$ cat src/rtl/active_list.sv
// Reorder buffer: 32-entry circular active list with in-order commit and
// mispredict rollback that undoes squashed entries youngest-first.
module active_list (
    input  logic        clk,
    input  logic        rst_n,
    input  logic        alloc_valid,
    input  logic        alloc_uses_rw,
    input  logic [4:0]  alloc_rw_arch,
    input  logic [5:0]  alloc_rw_phys,
    input  logic [5:0]  alloc_old_phys,
    input  logic [31:0] alloc_id,
    output logic        alloc_ready,
    output logic [4:0]  alloc_index,
    input  logic        complete_valid,
    input  logic [4:0]  complete_index,
    input  logic        complete_mispredict,
    output logic        commit_valid,
    output logic        commit_uses_rw,
    output logic [4:0]  commit_rw_arch,
    output logic [5:0]  commit_rw_phys,
    output logic [5:0]  commit_old_phys,
    output logic        rollback_valid,
    output logic        rollback_uses_rw,
    output logic [4:0]  rollback_rw_arch,
    output logic [5:0]  rollback_old_phys,
    output logic [5:0]  rollback_rw_phys,
    output logic        flush_busy,
    output logic        flush_done,
    output logic [31:0] flushed_instruction_ID
);

    typedef enum logic {StNormal, StFlush} state_e;

    state_e      state_q;
    logic [4:0]  head_q, tail_q, branch_q;
    logic [5:0]  count_q;
    logic [31:0] done_q;
    logic [31:0] flush_id_q;

    logic        uses_mem [32];
    logic [4:0]  arch_mem [32];
    logic [5:0]  phys_mem [32];
    logic [5:0]  old_mem  [32];
    logic [31:0] id_mem   [32];

    logic       in_normal, do_alloc, comp_live, at_branch;
    logic [4:0] tail_m1, comp_off;

    always_comb begin
        in_normal = (state_q == StNormal);
        tail_m1   = tail_q - 5'd1;
        comp_off  = complete_index - head_q;
        // Offset from head below count means the index lies in head..tail-1.
        comp_live = ({1'b0, comp_off} < count_q);
        at_branch = (tail_m1 == branch_q);

        alloc_ready  = in_normal & (count_q != 6'd32) & ~(complete_valid & complete_mispredict);
        do_alloc     = alloc_valid & alloc_ready;
        alloc_index  = tail_q;
        commit_valid = in_normal & (count_q != 6'd0) & done_q[head_q];

        commit_uses_rw  = uses_mem[head_q];
        commit_rw_arch  = arch_mem[head_q];
        commit_rw_phys  = phys_mem[head_q];
        commit_old_phys = old_mem[head_q];

        rollback_valid    = ~in_normal & ~at_branch;
        rollback_uses_rw  = uses_mem[tail_m1];
        rollback_rw_arch  = arch_mem[tail_m1];
        rollback_old_phys = old_mem[tail_m1];
        rollback_rw_phys  = phys_mem[tail_m1];

        flush_busy             = ~in_normal;
        flush_done             = ~in_normal & at_branch;
        flushed_instruction_ID = flush_id_q;
    end

    always_ff @(posedge clk) begin
        if (!rst_n) begin
            state_q    <= StNormal;
            head_q     <= 5'd0;
            tail_q     <= 5'd0;
            branch_q   <= 5'd0;
            count_q    <= 6'd0;
            done_q     <= 32'd0;
            flush_id_q <= 32'd0;
        end else begin
            case (state_q)
                StNormal: begin
                    if (do_alloc) begin
                        done_q[tail_q] <= 1'b0;
                        tail_q         <= tail_q + 5'd1;
                    end
                    if (complete_valid && comp_live) begin
                        done_q[complete_index] <= 1'b1;
                        if (complete_mispredict) begin
                            branch_q   <= complete_index;
                            flush_id_q <= id_mem[complete_index];
                            state_q    <= StFlush;
                        end
                    end
                    if (commit_valid) begin
                        head_q <= head_q + 5'd1;
                    end
                    count_q <= count_q + {5'd0, do_alloc} - {5'd0, commit_valid};
                end
                StFlush: begin
                    if (!at_branch) begin
                        tail_q  <= tail_m1;
                        count_q <= count_q - 6'd1;
                    end else begin
                        state_q <= StNormal;
                    end
                end
                default: state_q <= StNormal;
            endcase
        end
    end

    // Payload storage needs no reset; done bits and count guard its validity.
    always_ff @(posedge clk) begin
        if (do_alloc) begin
            uses_mem[tail_q] <= alloc_uses_rw;
            arch_mem[tail_q] <= alloc_rw_arch;
            phys_mem[tail_q] <= alloc_rw_phys;
            old_mem[tail_q]  <= alloc_old_phys;
            id_mem[tail_q]   <= alloc_id;
        end
    end

endmodule

$ cat config.mk
export PLATFORM = sky130hd
export DESIGN_NAME = active_list
export DESIGN_NICKNAME = d
export VERILOG_FILES = /design/src/rtl/active_list.sv
export SDC_FILE = /design/constraint.sdc
export NUM_CORES = 2
export LEC_CHECK = 0
export ABC_CLOCK_PERIOD_IN_PS = 4200
export CORE_MARGIN = 3
export CORE_UTILIZATION = 56
export CTS_CLUSTER_SIZE = 30
export DETAILED_ROUTE_END_ITERATION = 10
export PLACE_DENSITY = 0.78
export SLEW_MARGIN = 20
export SYNTH_ARGS = -nofsm -noshare
export SYNTH_HDL_FRONTEND = slang
export SYNTH_SLANG_ARGS = --single-unit
$ cat constraint.sdc
create_clock -name clk -period 4.2 [get_ports clk]
set_input_delay 0.63 -clock clk [delete_from_list [all_inputs] [get_ports clk]]
set_output_delay 0.63 -clock clk [all_outputs]
set_load 0.1 [all_outputs]
# Word-level counts from Yosys, hierarchy flattened

Memory sizes are Yosys's and may differ from the RTL's. A register that Yosys moved wholly into a read port is not among the register bits.
Index checks and enable logic that the tools add are counted.

$add $sub $neg: 7
Order comparisons: 6
Eq/ne operators: 4
Muxes and demuxes: 29
Bitwise operators: 14
Reductions and logical operators: 8

Operators with widths:

| operator                                                          | count |
|---|---|
| 2-to-1 mux 32 bit                                                 | 4 |
| 2-to-1 mux 5 bit                                                  | 10 |
| bitwise AND 32 bit                                                | 1 |
| NOT 32 bit                                                        | 1 |
| OR 32 bit                                                         | 1 |
| < comparator 5 x 6 -> 1 bit, second input constant                | 3 |
| case mux 6 bit (2 select lines)                                   | 1 |
| adder 5 x 1 -> 5 bit, second input constant                       | 2 |
| demux 1 bit (select 5 bit)                                        | 2 |
| greater-or-equal comparator 5 x 1 -> 1 bit, second input constant | 2 |
| case mux 5 bit (2 select lines)                                   | 1 |
| bitwise AND 1 bit                                                 | 8 |
| 2-to-1 mux 1 bit                                                  | 8 |
| adder 6 x 1 -> 6 bit                                              | 1 |
| < comparator 5 x 6 -> 1 bit                                       | 1 |
| 2-to-1 mux 6 bit                                                  | 1 |
| inequality test 6 bit, second input constant                      | 1 |
| nonzero test 6 bit                                                | 1 |
| subtractor 6 x 1 -> 6 bit                                         | 1 |
| subtractor 6 x 1 -> 6 bit, second input constant                  | 1 |
| binary-select mux 1 bit (select 5 bit)                            | 1 |
| equality test 5 bit                                               | 1 |
| subtractor 5 x 1 -> 5 bit, second input constant                  | 1 |
| subtractor 5 bit                                                  | 1 |
| 8 further kinds                                                   | 13 |

Register bits: 54
Memory bits (writable): 1,600
Input port bits: 60
Word-level logic and storage cells: 79
Memories: 5

Memories:

| name     | words | width | read ports | clocked after memory_dff | wr ports | RTL line | text |
|---|---|---|---|---|---|---|---|
| id_mem   | 32    | 32    | 1          | 1                        | 1        | 44       | `logic [31:0] id_mem [32];` |
| old_mem  | 32    | 6     | 2          | 1                        | 1        | 43       | `logic [5:0] old_mem [32];` |
| phys_mem | 32    | 6     | 2          | 1                        | 1        | 42       | `logic [5:0] phys_mem [32];` |
| arch_mem | 32    | 5     | 2          | 1                        | 1        | 41       | `logic [4:0] arch_mem [32];` |
| uses_mem | 32    | 1     | 2          | 1                        | 1        | 40       | `logic uses_mem [32];` |

# Longest topological paths before layout

Depth in word-level cells: 11
Depth in mapped cells: 18

# Worst setup path after synthesis

OpenSTA, ideal clock, no wires.

Kind: reg-to-reg
From: register state_q, in the netlist flush_busy
To: memory arch_mem[31][0] (enable)
Arrival time: 6,311 ps
Required time: 3,742 ps
Path slack: -2,569 ps
Stages on the path, launching flop included: 8
Period minus slack after synthesis: 6,769 ps
Cell sequence: dfxtp_1 buf_2 a211oi_1 and2_1 clkbuf_1 nand2_1 clkbuf_1 nor2_1

Longest elaborated chain between the ends: 6

RTL lines:

| what                                   | RTL line | text |
|---|---|---|
| start: declaration                     | 34       | `state_e state_q;` |
| start signal: assignment               | 80       | `state_q <= StNormal;` |
| start signal: assignment               | 99       | `state_q <= StFlush;` |
| start signal: assignment               | 112      | `state_q <= StNormal;` |
| NOT 1 bit (no source line)             | -        |  |
| bitwise AND 1 bit (2 in series)        | 57       | `alloc_ready = in_normal & (count_q != 6'd32) & ~(complete_valid & complete_mispredict);` |
| named net alloc_ready                  | 12       | `output logic alloc_ready,` |
| bitwise AND 1 bit                      | 58       | `do_alloc = alloc_valid & alloc_ready;` |
| 2-to-1 mux 1 bit                       | 122      | `if (do_alloc) begin` |
| 2-to-1 mux 1 bit (implied by the code) | 124      | `arch_mem[tail_q] <= alloc_rw_arch;` |
| end: declaration                       | 41       |  |

The timed path passes the listed nets, and every way through them passes these cells.

# Worst setup path after layout

From: register tail_q[1], in the netlist alloc_index[1]
To: output rollback_rw_phys[1]

Longest elaborated chain between the ends: 2

RTL lines:

| what                      | RTL line | text |
|---|---|---|
| start: declaration        | 35       | `logic [4:0] head_q, tail_q, branch_q;` |
| start signal: assignment  | 92       | `tail_q <= tail_q + 5'd1;` |
| start signal: assignment  | 109      | `tail_q <= tail_m1;` |
| subtractor 5 x 1 -> 5 bit | 51       | `tail_m1 = tail_q - 5'd1;` |
| memory (32 x 6 bit)       | -        |  |
| end: declaration          | 26       | `output logic [5:0] rollback_rw_phys,` |

No other way between the ends.

==> metrics.cfg <==
[outcome]
outcome = finished, final reports clean

[synthesis]
ys.flop_type = edfxtp_1
syn_inst = 3097
synth_warnings = 0
synth-seq-cells = 1691
synth_edf_count = 1600
syn-cell-area_mm2 = 0.0691
synth.avg_cell_area_um2 = 22.3
synth.distinct_cells = 55
syn-num-nets = 3185
yosysSeqAreaShare_pct = 72.1
async_flop_share_pct = 0

[floorplanning]
die_height_um = 357
core_mm2 = 0.122
core.rowCount = 128
initial_core_util_pct = 56.6
die_w_um = 357
io_pins = 138
die_area_mm2 = 0.128

[clocking]
ctsRootBufferMaster = clkbuf_16
cts.clk_slew.worst_paths_ns = 0.06
clkSinkCount = 1691
clkLatencyLatePin_ns = 0.78
cts_htree_levels = 4
cts_tree = done
ctsHoldBuffers = 0
cts_buffers = 163
cts_buffer_depth = 3

[power_and_ir_drop]
p_sw_share_pct = 31.3
p_sw_mw = 14.7
p_leak_nw = 24.6
seqPwrFrac_pct = 41.0
power.total_mw = 46.9
ir_drop_uv = 980
clockPowerShare_pct = 31.1
share_comb_of_total_power_pct = 27.9
p_per_area_mw_per_mm2 = 591
p_int_mw = 32.2

[grt]
grt_pass1_vias = 37915
grt_use_total_pct = 30.4
grt_pass1_wl_mm = 274
grt-ovfl-total = 0
grt_max_degree = 108
antenna_found_initial = 12

[drt]
wl_per_cell_um = 37.3
drc = 0
drt_first_pass_iters = 9
drtIter0Drc = 5708
vias_per_cell = 7.20
routed_wl_mm = 190
vias = 36761
ant_nets = 0

[critical_path]
critPathRequiredTime_ns = 3.57
max_stage_delay_ns = 0.51
r2r-start = count_q[1]$_SDFFE_PN0N_
cp-start-kind = register
cp_cell_sequence = inv_1 > ha_4 > buf_12 > bufbuf_16 > mux4_2 > mux4_2 > mux2_2 > buf_12
worstPathMaxFanout = 13
slowest_stage = mux4_2
end_kind = output pin
critPathCapture = rollback_rw_phys[1]
worstRegToRegCells = 9
cp.arrival_ns = 3.50
path_class = register to output pin
r2r_slack_ns = 0.66
crit_path_start = alloc_index[1]$_SDFFE_PN0P_
worst_r2r_endpoint = phys_mem[31][0]$_DFFE_PP_

[sta]
period_needed_ns = 4.13
finalSetupViolations = 0
skew_ns = 0.0285
relSlewSlack_pct = 27.7
drv_slew = 0
hold_viol = 0
fmax_mhz = 242
worst_pin_slew_ns = 1.08
timing.final.crit_share_pct = 98.3
rsz0062_at_grt = false

[placement]
portBuffers = 137
place_hpwl_mm = 97.2
gp_congestion = 0.849
placed_area_mm2 = 0.0738

[run]
drv_cap = 0

[finish]
multiInputGateArea_mm2 = 0.0185
regArea_mm2 = 0.0499
area_growth_pct = 14.8
drive_gt1_share_pct = 33.3
final_cell_area_mm2 = 0.0794
num-nets-final = 3425
fillers = 7462

[hold_path]
hold_path_class = input port to register
holdPathStages = 1

[cell type report]
type,instances,area share [%]
clock inverters,79,0.950
flip-flops and latches,1691,62.8
well taps,1625,2.56
inverters,22,0.104
repair buffers,284,4.42
clock buffers,221,5.75
multi-input cells,1175,23.3
diodes,10,0.0315
[layer usage]
layer  routed length (um)  track usage (%)
met2                94200             48.9
met4                11100             15.6
met3                22400             7.03
met5                   31                0
met1                62600             39.3
[cell usage in the layout (no fill, tap or decap), drive strengths merged, types with 4 or more instances in the layout]
cell / Yosys / layout
mux2i: 5 / 5
and3: 4 / 4
nor2b: 14 / 14
diode: 0 / 10
mux4: 622 / 622
mux2: 40 / 40
a221oi: 33 / 33
nor3b: 5 / 5
clkinvlp: 0 / 6
a22o: 32 / 32
or3: 6 / 6
bufinv: 0 / 11
clkdlybuf4s50: 0 / 87
inv: 22 / 28
o21ai: 38 / 38
dfxtp: 91 / 91
o211a: 32 / 32
clkbuf: 101 / 222
a21oi: 10 / 10
ha: 26 / 26
a22oi: 66 / 66
o21a: 4 / 4
and2: 8 / 8
o22ai: 5 / 5
xnor2: 20 / 20
a21boi: 37 / 37
buf: 108 / 194
clkinv: 0 / 56
edfxtp: 1600 / 1600
nand4: 34 / 34
nand2: 14 / 14
nand3: 45 / 45
nor2: 43 / 43
[repair_timing]
item,4_1_cts,5_1_grt
gates cloned,3,0
resized for setup,4,4
buffers inserted,5,3
endpoints found under the setup margin,18,18
pin swaps,1,1
[cells by family after synthesis]
group | count (synthesis) | share of synthesized area, %
simple gates | 186 | 1.43
flops | 1691 | 72.1
buf+inv | 231 | 1.55
compound gates | 269 | 3.00
xor+xnor | 25 | 0.384
fa+ha+maj | 28 | 0.528
mux | 667 | 21.0
[state kept, by name, summed over array words and instances (netlist names), named ones only]
name / flops
count_q: 6
flushed_instruction_ID: 32
head_q: 5
uses_mem: 32
done_q: 32
id_mem: 1024
branch_q: 5
flush_busy: 1
arch_mem: 160
phys_mem: 192
old_mem: 192
alloc_index: 5
[per-stage QoR]
step           hold slack [ns]  TNS (ns)  util [%]  instances  setup WS [ns]
2_1_floorplan            0.452     -1.15         -       3097        -0.0657
3_3_place_gp             0.465         0      60.4       4786          0.317
3_5_place_dp             0.478         0      60.4       4786          0.359
4_1_cts                  0.331         0      64.9       5094        0.00229
5_1_grt                  0.377         0      64.9       5099        0.00575
6_report                 0.367         0      65.0       5107         0.0700
[power groups by stage]
stage | clock (mW) | sequential, mW | combinational [mW]
after floorplan | 0 | 20.1 | 8.21
after CTS | 14.7 | 19.2 | 13.1
after global routing | 15.3 | 19.3 | 13.5
after detailed placement | 0 | 19.6 | 12.6
final | 14.6 | 19.3 | 13.1
after global placement | 0 | 19.6 | 12.4
[critical path: cells and delay by family (launching register included)]
family / cells / cell delay, ns
multiplexers: 3 / 1.17
buffers and inverters: 4 / 0.77
adder cells (fa/ha/maj): 1 / 0.40
flip-flops: 1 / 0.38
[synth_stat cells (32+ instances only)]
cell | count | area share, %
a221oi_1 | 33 | 0.42
dfxtp_1 | 91 | 2.6
a22oi_1 | 66 | 0.72
nand4_1 | 34 | 0.31
edfxtp_1 | 1600 | 69
o211a_1 | 32 | 0.46
o21ai_0 | 37 | 0.27
a22o_1 | 32 | 0.41
nor2_1 | 43 | 0.23
a21boi_0 | 35 | 0.38
mux2_2 | 40 | 0.65
mux4_2 | 622 | 20
nand3_1 | 45 | 0.33
buf_2 | 66 | 0.48
clkbuf_1 | 100 | 0.54
[how the worst min path moves through the flow]
stage,startpoint,to,slack [ns]
6_report,alloc_id[29],id_mem[2][29]$_DFFE_PP_,0.37
4_1_cts,rst_n,flush_busy$_SDFF_PN0_,0.33
5_1_grt,alloc_rw_phys[2],phys_mem[17][2]$_DFFE_PP_,0.38
2_1_floorplan,done_q[10]$_SDFFE_PN0N_,done_q[10]$_SDFFE_PN0N_,0.45
3_5_place_dp,done_q[8]$_SDFFE_PN0N_,done_q[8]$_SDFFE_PN0N_,0.48
3_3_place_gp,done_q[30]$_SDFFE_PN0N_,done_q[30]$_SDFFE_PN0N_,0.46
Power figures use the tool's default switching activity.
